===== config.mk =====
export PLATFORM = sky130hd
export DESIGN_NAME = ip_sound_dsm
export DESIGN_NICKNAME = d
export VERILOG_FILES = /design/src/rtl/ip_sound_dsm.sv
export SDC_FILE = /design/constraint.sdc
export NUM_CORES = 1
export LEC_CHECK = 0
export BUFFER_PORTS_ARGS = -buffer_cell sky130_fd_sc_hd__buf_2
export CORE_MARGIN = 2
export CORE_UTILIZATION = 56
export DETAILED_ROUTE_END_ITERATION = 8
export GPL_TIMING_DRIVEN = 0
export PLACE_DENSITY = 0.73
export SLEW_MARGIN = 20
export SYNTH_ARGS = -nofsm -noshare
export SYNTH_HDL_FRONTEND = slang
export SYNTH_SLANG_ARGS = --single-unit

===== constraint.sdc =====
create_clock -name clk -period 11.8 [get_ports clk]
set_clock_uncertainty 0.2 [all_clocks]
set_input_delay 1.77 -clock clk [delete_from_list [all_inputs] [get_ports clk]]
set_output_delay 1.77 -clock clk [all_outputs]
set_load 0.02 [all_outputs]

===== src/rtl/ip_sound_dsm.sv =====
// ip_sound_dsm: gain-ramped first-order delta-sigma DAC for the SCC sound sample.
// Fades audio in/out through a 0..256 gain so the output never steps abruptly.
module ip_sound_dsm #(
  parameter int RAMP_SHIFT = 6
) (
  input  logic               clk,
  input  logic               n_reset,
  input  logic               mclk_pcen_n,
  input  logic signed [10:0] sound_in,
  input  logic               mute,
  output logic               dac_out,
  output logic               ramp_busy
);
  localparam int PW = RAMP_SHIFT > 0 ? RAMP_SHIFT : 1;
  localparam logic [PW-1:0] PMAX = PW'((1 << RAMP_SHIFT) - 1);
  typedef enum logic [1:0] {MUTED, UP, ON, DOWN} state_e;
  state_e             state_q;
  logic [8:0]         g_q;
  logic [PW-1:0]      pre_q;
  logic signed [10:0] smp_q, scl_q, scl_d;
  logic signed [20:0] prod;
  logic [10:0]        acc_q, u;
  logic [11:0]        sum;
  logic               step;
  // With RAMP_SHIFT=0 the prescaler is degenerate and every ramp cycle is a step.
  assign step  = (RAMP_SHIFT == 0) || (pre_q == PMAX);
  assign prod  = smp_q * $signed({1'b0, g_q});
  assign scl_d = 11'(prod >>> 8);
  assign u     = {~scl_q[10], scl_q[9:0]};
  assign sum   = {1'b0, acc_q} + {1'b0, u};
  always_ff @(posedge clk or negedge n_reset)
    if (!n_reset) begin
      state_q   <= MUTED;
      g_q       <= '0;
      pre_q     <= '0;
      ramp_busy <= 1'b0;
    end else begin
      case (state_q)
        MUTED: begin
          pre_q <= '0;
          if (!mute) begin
            state_q   <= UP;
            ramp_busy <= 1'b1;
          end
        end
        ON: begin
          pre_q <= '0;
          if (mute) begin
            state_q   <= DOWN;
            ramp_busy <= 1'b1;
          end
        end
        UP:
          if (mute) begin
            state_q <= DOWN;
            pre_q   <= '0;
          end else begin
            pre_q <= pre_q + 1'b1;
            if (step) begin
              g_q <= g_q + 9'd1;
              if (g_q == 9'd255) begin
                state_q   <= ON;
                ramp_busy <= 1'b0;
                pre_q     <= '0;
              end
            end
          end
        DOWN:
          if (!mute) begin
            state_q <= UP;
            pre_q   <= '0;
          end else begin
            pre_q <= pre_q + 1'b1;
            if (step) begin
              g_q <= g_q - 9'd1;
              if (g_q == 9'd1) begin
                state_q   <= MUTED;
                ramp_busy <= 1'b0;
                pre_q     <= '0;
              end
            end
          end
      endcase
    end
  // Offset binary u feeds an 11b accumulator; its carry is the pulse-density bit.
  always_ff @(posedge clk or negedge n_reset)
    if (!n_reset) begin
      smp_q   <= '0;
      scl_q   <= '0;
      acc_q   <= '0;
      dac_out <= 1'b0;
    end else begin
      if (!mclk_pcen_n) smp_q <= sound_in;
      scl_q   <= scl_d;
      acc_q   <= sum[10:0];
      dac_out <= sum[11];
    end
endmodule

==> out/summary.txt <==
Hold slack final - 277 ps
Pre-antenna DRT Iters - 5
Ant diodes - 0
IO Port Bufs - 15
Cts repair resizes - 0
Max-cap viol count - 0
TNS Setup - 0 ps
RSZ-0062 raised after global routing - no
Initial core utilization - 57.9%
Vias - 4162
Critical-path cell list - clkbuf_1 -> clkbuf_1 -> nand2_1 -> fa_1 -> inv_1 -> fa_1 -> inv_1 -> fa_1 -> inv_1 -> fa_1 -> inv_1 -> fa_1 -> inv_1 -> ha_1 -> and3_1 -> o211ai_1 -> a221o_1 -> a21oi_1 -> xor2_1
Vias in the first global route - 4234
Net Sw Frac - 39.7%
Die H - 108 um
Setup Crit Path Kind - flip-flop to flip-flop
Global Route Usage Sum - 21.3%
CP max FO - 10
Drt total wl - 11100 um
First-pass GRT wire length - 19700 um
Post-CTS Setup Inserts - 0
Status - complete, no violations
Arr. time, crit path - 5890 ps
Die width - 108 um
Synth Instances - 636
Layout Nets - 813
Ys flop type - dfrtp_1
EDFF count, synth - 0
Hold buffer count at CTS - 0
Switching power - 0.250 mW
Layout cells sized above 1 - 6.22%
Asr flop ratio synth - 100%
Core Util, Final - 61.2%
Ys Warns - 0
Leading area contributor after synthesis - fa_1
Syn_nets - 791
Slowest-stage cell, CP - fa_1
FP Rows - 37
Sequential-to-total area share from yosys stat - 21.6%
Clock insertion delay at the later pin of the skew report - 320 ps
Worst hold path type - flip-flop to flip-flop
Antenna violations before repair - 0
Lkg Pwr - 3.32 nW
Final hold viol count - 0
Fin crit period - 5850 ps
Final Setup Violations - 0
Critical Path RT - 11840 ps
Share of power burned in registers - 37.4%
Layout area overhead - 5.68%
Routed wire per std cell - 14.0 um
Hpwl dp - 8990 um
Post-DP Area - 6280 um2
Die Footprint - 11600 um2
Slew Limit Fails - 0
Reg2reg path depth - 19
Combinational cell fraction of total power - 45.1%
Post-synth top area share - 26.5%
VDD IR max - 0.0000914 V
Synth unique cells - 49
Tcrit/Tclk final - 49.6%
Final Wtd Congestion - 0.857
FILL cells - 905
Drc violations - 0
Max Fclk - 0.171 GHz
Initial DRC Count - 242
Pin count of the biggest net entering global routing - 53
H-tree Lvls - 2
Max stage delay on crit path - 530 ps
Io pins - 17
Clock power share - 17.5%
Post-synthesis cell area - 6040 um2
Via/cell ratio - 5.24
Final Instance Area - 6380 um2
Worst-margin pin slew - 702 ps
Startpoint Class - flip-flop
Worst-path clk slew - 100 ps
Placed insts - 787
Hold path depth - 1
Relative slew margins - 52.9%
Syn_area_per_cell - 9.49 um2
CTS Buf Count - 5
CTS max path bufs - 2
GRT overflow - 0
Power Internal - 0.380 mW
Setup crit end kind - flip-flop
CTS root buf - clkbuf_8
DRT antenna net count - 0
Main area contributors after synthesis - fa_1 27%, dfrtp_1 22%, ha_1 12%, inv_1 8.0%, and2_1 5.8%
Final std cells w/o fill - 795
PD cells - 98.8 nW/um2
CTS tree - done
Clk sinks - 52
Core footprint - 10400 um2
#FFs+latches synth - 52
==> power groups by stage <==
stage | Combinational, mW | Clock (mW) | Sequential, mW
6_report | 0.284 | 0.110 | 0.236
4_1_cts | 0.285 | 0.113 | 0.236
3_5_place_dp | 0.282 | 0 | 0.240
3_3_place_gp | 0.267 | 0 | 0.237
2_1_floorplan | 0.222 | 0 | 0.236
5_1_grt | 0.327 | 0.121 | 0.240
==> registers in the layout, indices dropped and copies added, names as in the netlist <==
| name | flops |
|---|---|
| state_q | 2 |
| scl_q | 11 |
| smp_q | 11 |
| ramp_busy | 1 |
| pre_q | 6 |
| acc_q | 11 |
| g_q | 9 |
| dac_out | 1 |
==> routing by layer <==
layer / GRT usage, % / wire, um / share of wire [%]
met5: 0 / 0 / 0
met4: 5.86 / 150 / 1.3
met3: 2.54 / 275 / 2.5
met2: 35.7 / 5720 / 51
met1: 29.6 / 4990 / 45
==> logic make-up after synthesis <==
group / Yosys count / synth area share (%)
XOR/XNOR: 39 / 5.66
AND/OR/NAND/NOR: 185 / 15.7
adder cells (fa/ha/maj): 140 / 39.0
AO/OA/AOI/OAI: 53 / 5.70
buffers and inverters: 152 / 9.66
flip-flops: 52 / 21.6
multiplexers: 15 / 2.80
==> through the flow <==
step	setup slack (ps)	power, mW
floorplan	6570	0.458
global placement	6100	0.504
detailed placement	6010	0.521
CTS	5960	0.634
global route	5660	0.688
finish	5950	0.630
==> worst paths after layout <==
path	start	end	slack, ps
worst min register to register	acc_q[0]	acc_q[0]	280
worst min-delay path	acc_q[0]	acc_q[0]	280
worst max register to register	g_q[2]	scl_q[9]	5950
min in group asynchronous	n_reset	acc_q[3]	1280
worst max-delay path	g_q[2]	scl_q[9]	5950
max in group asynchronous	n_reset	g_q[2]	9680
==> Yosys cell counts (2+ instances only) <==
library cell,number
a21o_1,6
a21oi_1,15
a311oi_1,2
a31oi_1,2
and2_1,56
and3_1,6
clkbuf_1,20
dfrtp_1,52
fa_1,80
ha_1,60
inv_1,129
mux2_2,11
mux2i_1,3
nand2_1,55
nand2b_1,2
nand3_1,7
nand4_1,6
nor2_1,30
nor2b_1,3
nor3_1,8
nor4_1,2
o211ai_1,4
o21ai_0,6
o21ai_1,5
or3_1,5
xnor2_1,21
xor2_1,18
==> critical path, delay by kind of cell (launching register included) <==
| kind | cells | cell delay [ps] |
|---|---|---|
| DFF | 1 | 330 |
| and+or+nand+nor | 2 | 320 |
| adders and majority gates | 6 | 2850 |
| AOI/OAI and AO/OA | 3 | 800 |
| xor gates and xnor gates | 1 | 160 |
| buffers and inverters | 7 | 1100 |
==> cell type report <==
class | count | area [um2] | area share [%]
Buffer | 23 | 98.8 | 1.55
Clock buffer | 5 | 68.8 | 1.08
Clock inverter | 3 | 26.3 | 0.412
Inverter | 129 | 484 | 7.59
Multi-Input combinational cell | 432 | 4150 | 65.1
Sequential cell | 52 | 1300 | 20.4
Tap cell | 136 | 170 | 2.67
Timing Repair Buffer | 15 | 77.6 | 1.22
==> placed cells by master, fill, tap and decap left out, types with 3 or more instances in the layout <==
cell type | netlist | final
clkbuf_8 | 0 | 5
nand3_1 | 7 | 7
fa_1 | 80 | 80
clkbuf_1 | 20 | 20
ha_1 | 60 | 60
and2_1 | 56 | 56
nand4_1 | 6 | 6
o21ai_1 | 5 | 5
a21oi_1 | 15 | 15
mux2_2 | 11 | 11
o211ai_1 | 4 | 4
xor2_1 | 18 | 18
a21o_1 | 6 | 6
nor2_1 | 30 | 30
nand2_1 | 55 | 55
nor3_1 | 8 | 8
inv_1 | 129 | 129
nor2b_1 | 3 | 3
dfrtp_1 | 52 | 52
o21ai_0 | 6 | 6
and3_1 | 6 | 6
buf_2 | 1 | 15
mux2i_1 | 3 | 3
xnor2_1 | 21 | 21
or3_1 | 5 | 5
No activity file was read; power rests on OpenSTA's default activity.
